`config.mk`:
```
export PLATFORM = sky130hd
export DESIGN_NAME = code_entry_ctrl
export DESIGN_NICKNAME = d
export VERILOG_FILES = /design/src/rtl/code_lock_pkg.sv /design/src/rtl/sw_debounce.sv /design/src/rtl/code_entry_ctrl.sv
export SDC_FILE = /design/constraint.sdc
export NUM_CORES = 1
export LEC_CHECK = 0
export CAP_MARGIN = 20
export CORE_ASPECT_RATIO = 0.6
export CORE_MARGIN = 3
export CORE_UTILIZATION = 54
export DETAILED_ROUTE_END_ITERATION = 8
export PLACE_DENSITY = 0.72
export REMOVE_ABC_BUFFERS = 1
export SETUP_SLACK_MARGIN = 0.15
export SYNTH_ARGS = -nofsm -noshare
export SYNTH_HDL_FRONTEND = slang
export SYNTH_SLANG_ARGS = --single-unit
```
`constraint.sdc`:
```
create_clock -name CLK -period 6.47 [get_ports CLK]
set_clock_uncertainty 0.05 [all_clocks]
set_input_delay 1.294 -clock CLK [delete_from_list [all_inputs] [get_ports CLK]]
set_output_delay 1.294 -clock CLK [all_outputs]
set_load 0.02 [all_outputs]
```
`src/rtl/code_lock_pkg.sv`:
```
// Shared types and constants for the switch-based code entry sequencer.
package code_lock_pkg;

  localparam int NUM_SW    = 10;
  localparam int NUM_DIGIT = 4;
  localparam int NIB       = 4;

  localparam logic [NIB-1:0]           BLANK_NIB  = 4'hF;
  localparam logic [NUM_DIGIT*NIB-1:0] BLANK_CODE = {NUM_DIGIT{BLANK_NIB}};

  typedef enum logic [2:0] {
    S_IDLE    = 3'd0,
    S_ENTRY   = 3'd1,
    S_CHECK   = 3'd2,
    S_OPEN    = 3'd3,
    S_FAIL    = 3'd4,
    S_LOCKOUT = 3'd5,
    S_SET     = 3'd6
  } state_t;

  // Index of the set bit in a one-hot switch vector (caller guarantees one-hot).
  function automatic logic [NIB-1:0] onehot_idx(input logic [NUM_SW-1:0] v);
    logic [NIB-1:0] idx;
    idx = '0;
    for (int k = 0; k < NUM_SW; k++) begin
      if (v[k]) idx = NIB'(k);
    end
    return idx;
  endfunction

endpackage

```
`src/rtl/sw_debounce.sv`:
```
// Per-bit two-flop synchroniser plus stability filter: a level change is accepted only
// after DEB_CYC consecutive samples that differ from the current filtered level.
module sw_debounce #(
  parameter logic [19:0] DEB_CYC = 20'd500000,
  parameter int          WIDTH   = 12
) (
  input  logic             i_clk,
  input  logic             i_reset,
  input  logic [WIDTH-1:0] i_raw,
  output logic [WIDTH-1:0] o_filt
);

  logic [WIDTH-1:0] r_sync1;
  logic [WIDTH-1:0] r_sync2;
  logic [WIDTH-1:0] r_filt;
  logic [19:0]      r_cnt [WIDTH];

  // NOTE: non-blocking throughout so every flop samples the values from before the edge.
  always_ff @(posedge i_clk) begin
    if (i_reset) begin
      r_sync1 <= '0;
      r_sync2 <= '0;
      r_filt  <= '0;
      // NOTE: the counter bank is ordinary flops, not a RAM, so it is cleared with everything else.
      for (int k = 0; k < WIDTH; k++) r_cnt[k] <= '0;
    end else begin
      r_sync1 <= i_raw;
      r_sync2 <= r_sync1;
      for (int k = 0; k < WIDTH; k++) begin
        if (r_sync2[k] == r_filt[k]) begin
          r_cnt[k] <= '0;
        end else if (r_cnt[k] == DEB_CYC - 20'd1) begin
          r_filt[k] <= r_sync2[k];
          r_cnt[k]  <= '0;
        end else begin
          r_cnt[k] <= r_cnt[k] + 20'd1;
        end
      end
    end
  end

  assign o_filt = r_filt;

endmodule

```
`src/rtl/code_entry_ctrl.sv`:
```
// Code entry sequencer: debounced switches become digits, four digits are checked against
// the stored password, with unlock window, failure lockout and password change.
module code_entry_ctrl
  import code_lock_pkg::*;
#(
  parameter logic [19:0] DEB_CYC  = 20'd500000,
  parameter logic [31:0] TMO_CYC  = 32'd500000000,
  parameter logic [31:0] OPEN_CYC = 32'd250000000,
  parameter logic [31:0] LOCK_CYC = 32'd1000000000,
  parameter logic [1:0]  MAX_FAIL = 2'd3,
  parameter logic [15:0] DEF_PWD  = 16'h1234
) (
  input  logic                      CLK,
  input  logic                      RESET,
  input  logic [NUM_SW-1:0]         SW,
  input  logic                      BTN_SET,
  input  logic                      BTN_CLR,
  output logic [NUM_DIGIT*NIB-1:0]  CODE_DISP,
  output logic [2:0]                DIGIT_CNT,
  output logic                      UNLOCK,
  output logic                      ALARM,
  output logic                      SET_MODE,
  output logic [2:0]                STATE
);

  localparam int IN_W = NUM_SW + 2;

  logic [IN_W-1:0]          w_filt;
  logic [IN_W-1:0]          r_filt_d;
  logic [NUM_SW-1:0]        w_sw_rise;
  logic                     w_digit_evt;
  logic [NIB-1:0]           w_digit;
  logic                     w_set_evt;
  logic                     w_clr_evt;

  state_t                   r_state,  w_state_nxt;
  logic [NUM_DIGIT*NIB-1:0] r_code,   w_code_nxt;
  logic [NUM_DIGIT*NIB-1:0] w_code_wr;
  logic [2:0]               r_cnt,    w_cnt_nxt;
  logic [15:0]              r_pwd,    w_pwd_nxt;
  logic [1:0]               r_fail,   w_fail_nxt;
  logic [31:0]              r_timer,  w_timer_nxt;
  logic                     w_tmo;
  logic                     w_last;
  logic                     w_dig_take;
  logic                     r_unlock, r_alarm, r_set_mode;

  sw_debounce #(
    .DEB_CYC (DEB_CYC),
    .WIDTH   (IN_W)
  ) u_deb (
    .i_clk   (CLK),
    .i_reset (RESET),
    .i_raw   ({BTN_CLR, BTN_SET, SW}),
    .o_filt  (w_filt)
  );

  // A digit needs exactly one rising switch and every switch low on the previous cycle.
  assign w_sw_rise   = w_filt[NUM_SW-1:0] & ~r_filt_d[NUM_SW-1:0];
  assign w_digit_evt = $onehot(w_sw_rise) && (r_filt_d[NUM_SW-1:0] == '0);
  assign w_digit     = onehot_idx(w_sw_rise);
  assign w_set_evt   = w_filt[NUM_SW]   & ~r_filt_d[NUM_SW];
  assign w_clr_evt   = w_filt[NUM_SW+1] & ~r_filt_d[NUM_SW+1];

  assign w_tmo  = (r_timer == '0);
  assign w_last = (r_cnt == 3'(NUM_DIGIT - 1));

  always_comb begin
    w_code_wr = r_code;
    w_code_wr[NIB*r_cnt[1:0] +: NIB] = w_digit;
  end

  function automatic logic [31:0] f_reload(input state_t s);
    case (s)
      S_ENTRY, S_SET: f_reload = TMO_CYC - 32'd1;
      S_OPEN:         f_reload = OPEN_CYC - 32'd1;
      S_LOCKOUT:      f_reload = LOCK_CYC - 32'd1;
      default:        f_reload = '0;
    endcase
  endfunction

  // NOTE: every output of this block gets a default first so no path can infer a latch.
  always_comb begin
    w_state_nxt = r_state;
    w_code_nxt  = r_code;
    w_cnt_nxt   = r_cnt;
    w_pwd_nxt   = r_pwd;
    w_fail_nxt  = r_fail;
    w_dig_take  = 1'b0;

    case (r_state)
      S_IDLE: begin
        if (!w_clr_evt && w_digit_evt) begin
          w_dig_take  = 1'b1;
          w_code_nxt  = w_code_wr;
          w_cnt_nxt   = r_cnt + 3'd1;
          w_state_nxt = S_ENTRY;
        end
      end
      S_ENTRY, S_SET: begin
        if (w_clr_evt || w_tmo) begin
          w_code_nxt  = BLANK_CODE;
          w_cnt_nxt   = '0;
          w_state_nxt = S_IDLE;
        end else if (w_digit_evt) begin
          w_dig_take = 1'b1;
          if (!w_last) begin
            w_code_nxt = w_code_wr;
            w_cnt_nxt  = r_cnt + 3'd1;
          end else if (r_state == S_SET) begin
            w_pwd_nxt   = w_code_wr;
            w_code_nxt  = BLANK_CODE;
            w_cnt_nxt   = '0;
            w_state_nxt = S_IDLE;
          end else begin
            w_code_nxt  = w_code_wr;
            w_cnt_nxt   = r_cnt + 3'd1;
            w_state_nxt = S_CHECK;
          end
        end
      end
      S_CHECK: begin
        if (r_code == r_pwd) begin
          w_fail_nxt  = '0;
          w_state_nxt = S_OPEN;
        end else begin
          w_fail_nxt  = (r_fail == 2'd3) ? r_fail : r_fail + 2'd1;
          w_state_nxt = S_FAIL;
        end
      end
      S_FAIL: begin
        w_code_nxt  = BLANK_CODE;
        w_cnt_nxt   = '0;
        w_state_nxt = (r_fail == MAX_FAIL) ? S_LOCKOUT : S_IDLE;
      end
      S_OPEN: begin
        if (w_set_evt) begin
          w_code_nxt  = BLANK_CODE;
          w_cnt_nxt   = '0;
          w_state_nxt = S_SET;
        end else if (w_tmo) begin
          w_code_nxt  = BLANK_CODE;
          w_cnt_nxt   = '0;
          w_state_nxt = S_IDLE;
        end
      end
      S_LOCKOUT: begin
        if (w_tmo) begin
          w_fail_nxt  = '0;
          w_state_nxt = S_IDLE;
        end
      end
      default: begin
        w_code_nxt  = BLANK_CODE;
        w_cnt_nxt   = '0;
        w_state_nxt = S_IDLE;
      end
    endcase

    // One shared down-counter: reloaded on any state change or accepted digit.
    w_timer_nxt = w_tmo ? r_timer : r_timer - 32'd1;
    if ((w_state_nxt != r_state) || w_dig_take) w_timer_nxt = f_reload(w_state_nxt);
  end

  always_ff @(posedge CLK) begin
    if (RESET) begin
      r_filt_d   <= '0;
      r_state    <= S_IDLE;
      r_code     <= BLANK_CODE;
      r_cnt      <= '0;
      r_pwd      <= DEF_PWD;
      r_fail     <= '0;
      r_timer    <= '0;
      r_unlock   <= 1'b0;
      r_alarm    <= 1'b0;
      r_set_mode <= 1'b0;
    end else begin
      r_filt_d   <= w_filt;
      r_state    <= w_state_nxt;
      r_code     <= w_code_nxt;
      r_cnt      <= w_cnt_nxt;
      r_pwd      <= w_pwd_nxt;
      r_fail     <= w_fail_nxt;
      r_timer    <= w_timer_nxt;
      r_unlock   <= (w_state_nxt == S_OPEN);
      r_alarm    <= (w_state_nxt == S_LOCKOUT);
      r_set_mode <= (w_state_nxt == S_SET);
    end
  end

  assign CODE_DISP = r_code;
  assign DIGIT_CNT = r_cnt;
  assign UNLOCK    = r_unlock;
  assign ALARM     = r_alarm;
  assign SET_MODE  = r_set_mode;
  assign STATE     = r_state;

endmodule

```
==> results of run 1 <==
==> metrics by stage <==
| stage | TNS, ps | util (%) | power, uW | cell area [sq um] |
|---|---|---|---|---|
| after global routing | 0 | 64.6 | 6280 | 21300 |
| final | 0 | 64.6 | 5990 | 21300 |
| after global placement | 0 | 60.8 | 3750 | 20000 |
| after detailed placement | 0 | 60.8 | 3780 | 20000 |
| after CTS | 0 | 64.6 | 6010 | 21300 |
| after floorplan | -230 | - | 3530 | 19100 |
==> worst max path at each step <==
stage                                       startpoint                   endpoint  slack, ps  cells past startpoint
after floorplan                 r_filt_d[3]$_SDFF_PP0_     r_pwd[12]$_SDFFE_PP1P_        -30                     14
after global placement    u_deb.o_filt[3]$_SDFFE_PP0P_   r_timer[26]$_SDFFE_PP0P_        740                     15
after detailed placement  u_deb.o_filt[3]$_SDFFE_PP0P_   r_timer[22]$_SDFFE_PP0P_        510                     15
after CTS                 u_deb.o_filt[7]$_SDFFE_PP0P_    r_timer[1]$_SDFFE_PP0P_        500                     15
after global routing      u_deb.o_filt[1]$_SDFFE_PP0P_  DIGIT_CNT[0]$_SDFFE_PP0P_        240                     15
final                     u_deb.o_filt[7]$_SDFFE_PP0P_  DIGIT_CNT[0]$_SDFFE_PP0P_        570                     15
==> power groups by stage <==
stage | combinational, uW | clock (uW) | sequential, uW
after floorplan | 731 | 0 | 2800
after global placement | 905 | 0 | 2850
after detailed placement | 928 | 0 | 2850
after CTS | 936 | 2270 | 2810
after global routing | 1070 | 2380 | 2830
final | 958 | 2220 | 2810
==> final cells by class <==
class                   count  area (sq um)  area share, %
clock inverters            18           224           1.05
inverters                  53           199          0.933
well taps                 450           563           2.64
flip-flops and latches    363          9670           45.4
clock buffers              50          1040           4.88
multi-input cells        1621          9200           43.2
repair buffers             43           415           1.95
==> flip-flops by register name (all words and copies together), names as in the netlist <==
signal         count
CODE_DISP         16
SET_MODE           1
r_timer           32
u_deb.r_sync2     12
r_pwd             16
DIGIT_CNT          3
r_fail             2
u_deb.r_sync1     12
ALARM              1
UNLOCK             1
u_deb.r_cnt      240
u_deb.o_filt      12
STATE              3
r_filt_d          12
==> routing by layer <==
layer / vias to the layer above / global-route usage [%] / wire length (microns)
li1: 6747 / - / -
met2: 357 / 30.9 / 15300
met1: 6272 / 30.8 / 18100
met4: 0 / 4.06 / 518
met3: 48 / 4.26 / 2510
met5: - / 0 / 0
==> worst reg2reg max path: cells and delay by family (launching register included) <==
kind                       cells  cell delay (ps)
AOI/OAI and AO/OA              2              920
adders and majority gates      5             2080
buffers and inverters          2              140
DFF                            1              400
muxes                          1              510
and+or+nand+nor                5             1710
==> placed cells by master (no fill, tap or decap), drive strengths merged, types with 5 or more instances in the layout <==
master	count
nor2	363
edfxtp	240
conb	240
xor2	165
nand2	149
dfxtp	123
nand3	96
xnor2	90
inv	54
clkbuf	50
nand4	48
a21oi	46
nor2b	43
and3	41
nor3	38
nand2b	37
clkdlybuf4s50	37
o21ai	30
nor4	30
o22ai	29
mux2i	28
ha	25
or3	25
nor4b	16
clkinv	12
or2	11
and2	8
and4	8
nor3b	7
fa	6
buf	6
bufinv	5
or4	5
==> what timing repair did <==
action / 4_1_cts / 5_1_grt
hold endpoints to repair: 0 / 0
resized for setup: 0 / 1
endpoints found under the setup margin: 0 / 13
==> cells by family (layout without fill, tap and decap cells) <==
family | after synthesis | count (layout) | synth area share, %
AND/OR/NAND/NOR | 930 | 930 | 24.5
flip-flops | 363 | 363 | 52.6
XOR/XNOR | 255 | 255 | 12.1
AO/OA/AOI/OAI | 136 | 136 | 4.50
buffers and inverters | 103 | 164 | 2.32
adder cells (fa/ha/maj) | 31 | 31 | 2.35
multiplexers | 29 | 29 | 1.59
other | 1 | 240 | 0.0204
==> impl_metrics.tcl, run 1 <==
set metrics [dict create \
    status "finished, final reports clean" \
    yosysTopAreaCell "edfxtp_1" \
    setup_viol 0 \
    antenna_found_initial 1 \
    ys_warn_count 0 \
    grt-ovfl-total 0 \
    postCtsSetupRepairBufs 0 \
    place_inst 2530 \
    fin_nets 2164 \
    nFillCells 2708 \
    yosysMostFrequentCell "nor2_1" \
    crit_slowest_cell "o221a_2" \
    hold-worst-slack_ps 386 \
    end_kind "register" \
    clockRootBuffer "clkbuf_16" \
    htree_levels 2 \
    synth-seq-area-share_pct 52.6 \
    hold_class "register to register" \
    cts_tree "built" \
    cts_buffers 37 \
    drv_cap 0 \
    holdPathStages 1 \
    io_buffers 38 \
    ir_worst_vdd_mv 0.192 \
    finalHoldViolCount 0 \
    die_w_microns 244 \
    drt-wirelength-per-cell_microns 14.0 \
    cts.clk_slew.worst_paths_ps 60 \
    grt_pass1_vias 12900 \
    syn_inst 1848 \
    period_share_pct 91.2 \
    drive_gt1_share_pct 4.24 \
    slowest_delay_ps 650 \
    synthDistinctLibCells 61 \
    min_from "u_deb.r_sync1[8]$_SDFF_PP0_" \
    ant_nets 0 \
    cts_sinks 363 \
    start_kind "register" \
    switching_share_pct 27.2 \
    preCtsSetupSlack_ps 514 \
    worstSetupPathType "register to register" \
    reg2reg_depth 15 \
    grt_pass1_wl_mm 61.9 \
    dpl.hpwl_mm 26.2 \
    syn_area_sq_mm 0.0184 \
    ff2ff_setup_slack_ps 570 \
    slew_headroom_pct 33.6 \
    fmax_ghz 0.170 \
    p_seq_share_pct 46.9 \
    p_int_uw 4360 \
    cp.buffers_inverters 2 \
    grt_max_degree 51 \
    synthTopCellsByArea "edfxtp_1, dfxtp_1, xor2_1" \
    viasPerCell 5.17 \
    die-area_sq_mm 0.0364 \
    p_clk_share_pct 37.1 \
    combPwrFrac_pct 16.0 \
    period_needed_ps 5900 \
    rr_startpoint "u_deb.o_filt[7]$_SDFFE_PP0P_" \
    rsz0062_at_grt "false" \
    rows 51 \
    layout.cells.non_filler 2598 \
    cp_common_cell "fa_1" \
    rr_endpoint "DIGIT_CNT[0]$_SDFFE_PP0P_" \
    required_ps 6880 \
    yosys-top-cells-count "nor2_1, edfxtp_1, xor2_1, nand2_1, dfxtp_1" \
    leakagePower_uw 0.00785 \
    synth_top_area_share_pct 39.2 \
    ios 39 \
    tightestPinTransition_ps 989 \
    cp_top_family "adder cells" \
    crit_fanout 23 \
    synth_edf_count 240 \
    wirelength_mm 36.4 \
    drc 0 \
    syn_avg_cell_area_sq_um 9.95 \
    slew_violations 0 \
    clock_path_buffers 3 \
    synth_seq_cells 363 \
    ys.flop_type "edfxtp_1" \
    core-area_sq_mm 0.0330 \
    crit_path_cell_trace "nand2b_1, fa_1, fa_1, fa_1, inv_1, ha_1, inv_1, fa_1, nor4b_1, o211ai_1, nor3_1, o221a_2, nand3_1, mux2_2, nor2_1" \
    firstDrtPassIters 6 \
    die_h_microns 149 \
    vias 13400 \
    synth_async_sr_flop_share_pct 0 \
    cts_hold_buffers 0 \
    gp_congestion 0.909 \
    antenna_cells 0 \
    drt_iter0_drc 1019 \
    power_switching_uw 1630 \
    initial_utilization_pct 55.8 \
    grt_use_total_pct 20.5 \
    cp.arrival_ps 6310 \
    insertion_delay_ps 530 \
    setup_slack_ps 571 \
    p_per_area_mw_per_mm2 281 \
    syn_to_final_growth_pct 15.9 \
    min_to "u_deb.r_sync2[8]$_SDFF_PP0_" \
]
(Power assumes the default switching activity.)
==> run 2: changes to the inputs <==
--- a/config.mk
+++ b/config.mk
@@ -10,6 +10,7 @@
 export CORE_MARGIN = 3
 export CORE_UTILIZATION = 54
 export DETAILED_ROUTE_END_ITERATION = 8
+export HOLD_SLACK_MARGIN = 0.1
 export PLACE_DENSITY = 0.72
 export REMOVE_ABC_BUFFERS = 1
 export SETUP_SLACK_MARGIN = 0.15
==> results of run 2 <==
Final layout, timing and power as in run 1 (identical DEF).
==> run 3: changes to the inputs <==
--- a/config.mk
+++ b/config.mk
@@ -5,13 +5,13 @@
 export SDC_FILE = /design/constraint.sdc
 export NUM_CORES = 1
 export LEC_CHECK = 0
-export CAP_MARGIN = 20
+export CAP_MARGIN = 10
 export CORE_ASPECT_RATIO = 0.6
 export CORE_MARGIN = 3
-export CORE_UTILIZATION = 54
+export CORE_UTILIZATION = 55
 export DETAILED_ROUTE_END_ITERATION = 8
 export HOLD_SLACK_MARGIN = 0.1
-export PLACE_DENSITY = 0.72
+export PLACE_DENSITY = 0.73
 export REMOVE_ABC_BUFFERS = 1
 export SETUP_SLACK_MARGIN = 0.15
 export SYNTH_ARGS = -nofsm -noshare
==> run 3 against run 2 <==
  * Design area barely moved
  * Fmax rose by 1.1%
  * Register-to-register slack better by 60 ps
  * Cell count shrank 0.12%
  * Global-route usage down 0.22 points
  * Worst setup slack improved by 65 ps
  * Critical path type unchanged
==> impl_metrics.tcl, run 3 (synthesis results as in run 1) <==
set metrics [dict create \
    status "finished, final reports clean" \
    final_common_cell "nor2_1" \
    worstSetupPathType "register to register" \
    ir_worst_vdd_mv 0.220 \
    drt_iter0_drc 1051 \
    drt-wirelength-per-cell_microns 13.9 \
    reg_top3 "u_deb.r_cnt (240), r_timer (32)" \
    slowest_delay_ps 680 \
    cp_common_cell "fa_1" \
    rr_startpoint "u_deb.o_filt[3]$_SDFFE_PP0P_" \
    ant_nets 0 \
    firstDrtPassIters 5 \
    rsz0062_at_grt "false" \
    tns_ps 0 \
    clockRootBuffer "clkbuf_16" \
    period_share_pct 90.2 \
    crit_slowest_cell "nand3_1" \
    grt_pass1_vias 12400 \
    final_area_sq_mm 0.0213 \
    critical_path_depth 15 \
    start_kind "register" \
    cp.arrival_ps 6240 \
    cts_tree "built" \
    postCtsSetupRepairBufs 0 \
    startpoint "u_deb.o_filt[3]$_SDFFE_PP0P_" \
    setup_slack_ps 636 \
    tightestPinTransition_ps 894 \
    drive_gt1_share_pct 4.43 \
    ff2ff_setup_slack_ps 640 \
    cp.buffers_inverters 2 \
    layout_common_cells "nor2_1, edfxtp_1, conb_1" \
    grt_pass1_wl_mm 60.3 \
    cp_top_family "adder cells" \
    vias 13300 \
    crit_fanout 23 \
    grt_use_total_pct 20.3 \
    rr_endpoint "DIGIT_CNT[0]$_SDFFE_PP0P_" \
    syn_to_final_growth_pct 15.8 \
    viasPerCell 5.12 \
    drc 0 \
    preCtsSetupSlack_ps 713 \
    fin_nets 2164 \
    reg2reg_depth 15 \
    core-area_sq_mm 0.0327 \
    clock_path_buffers 3 \
    drv_cap 0 \
    insertion_delay_ps 530 \
    required_ps 6870 \
    crit_path_cell_trace "nand2b_1, fa_1, fa_1, fa_1, inv_1, ha_1, inv_1, fa_1, nor4b_1, o211ai_1, nor3_1, o221a_2, nand3_1, mux2_2, nor2_1" \
    grt_max_degree 60 \
    largest-register "u_deb.r_cnt" \
    gp_congestion 0.872 \
    htree_levels 2 \
    fmax_ghz 0.171 \
    cts_sinks 363 \
    hold_class "register to register" \
    initial_utilization_pct 56.3 \
    antenna_cells 0 \
    end_kind "register" \
    dpl.hpwl_mm 25.4 \
    nFillCells 2641 \
    io_buffers 38 \
    finalHoldViolCount 0 \
    die_h_microns 148 \
    p_per_area_mw_per_mm2 280 \
    setup_viol 0 \
    wirelength_mm 36.0 \
    die_w_microns 242 \
    antenna_found_initial 0 \
    slew_violations 0 \
    cts_hold_buffers 0 \
    rows 51 \
    leakagePower_uw 0.00785 \
    die-area_sq_mm 0.0357 \
    slew_headroom_pct 39.9 \
    place_area_sq_mm 0.0201 \
    cts.clk_slew.worst_paths_ps 60 \
    largest_reg_flops 240 \
    period_needed_ps 5830 \
    cp-endpoint "DIGIT_CNT[0]$_SDFFE_PP0P_" \
    cts-resized-gates 0 \
    ios 39 \
    grt-ovfl-total 0 \
    cts_buffers 36 \
]
## run 3: changes by cell type in the layout (fill, tap and decap cells not counted), sizes merged
cell / change
clkbuf: -2
clkinv: -3
bufinv: -1
clkinvlp: +2
buf: +1
## run 3: where the power goes
part | switching, uW | internal (uW) | leakage, uW | total [uW]
sequential | 171 | 2640 | 0.00348 | 2810
clock | 891 | 1320 | 0.000618 | 2210
combinational | 559 | 386 | 0.00376 | 945
total | 1620 | 4340 | 0.00785 | 5960
## run 3: worst min path at each step
stage / slack (ps) / endpoint / startpoint / cells past startpoint
after global routing: 400 / u_deb.r_sync2[2]$_SDFF_PP0_ / u_deb.r_sync1[2]$_SDFF_PP0_ / 1
after floorplan: 360 / u_deb.r_sync2[0]$_SDFF_PP0_ / u_deb.r_sync1[0]$_SDFF_PP0_ / 1
after CTS: 390 / u_deb.r_sync2[6]$_SDFF_PP0_ / u_deb.r_sync1[6]$_SDFF_PP0_ / 1
final: 390 / u_deb.r_sync2[6]$_SDFF_PP0_ / u_deb.r_sync1[6]$_SDFF_PP0_ / 1
after global placement: 370 / u_deb.r_sync2[8]$_SDFF_PP0_ / u_deb.r_sync1[8]$_SDFF_PP0_ / 1
after detailed placement: 380 / u_deb.r_sync2[6]$_SDFF_PP0_ / u_deb.r_sync1[6]$_SDFF_PP0_ / 1
## run 3: per-layer routing
metal | global-route usage [%] | share of wire (%)
met5 | 0 | 0
met4 | 4.77 | 1.5
met3 | 3.79 | 5.8
met2 | 31.1 | 42
met1 | 30.0 | 50
## run 3: through the flow
stage / total power (uW) / utilization [%] / std cells / hold slack, ps
floorplan: 3530 / - / 2037 / 364
global placement: 3730 / 61.4 / 2531 / 367
detailed placement: 3770 / 61.4 / 2531 / 376
CTS: 5990 / 65.2 / 2595 / 391
global route: 6220 / 65.2 / 2595 / 404
finish: 5960 / 65.2 / 2595 / 389
## run 3: layout make-up
| class | count | area [sq um] | share of cell area [%] |
|---|---|---|---|
| Clock buffer | 48 | 1070 | 5.01 |
| Clock inverter | 16 | 184 | 0.863 |
| Inverter | 53 | 199 | 0.934 |
| Multi-Input combinational cell | 1621 | 9200 | 43.2 |
| Sequential cell | 363 | 9670 | 45.4 |
| Tap cell | 450 | 563 | 2.64 |
| Timing Repair Buffer | 44 | 423 | 1.98 |
## run 3: worst reg2reg max path, stage by stage (launching register included)
cell      delay (ps)
dfxtp_1          390
nand2b_1         140
fa_1             520
fa_1             540
fa_1             420
inv_1             70
ha_1             170
inv_1             70
fa_1             480
nor4b_1          230
o211ai_1         270
nor3_1           520
o221a_2          610
nand3_1          690
mux2_2           530
nor2_1            80
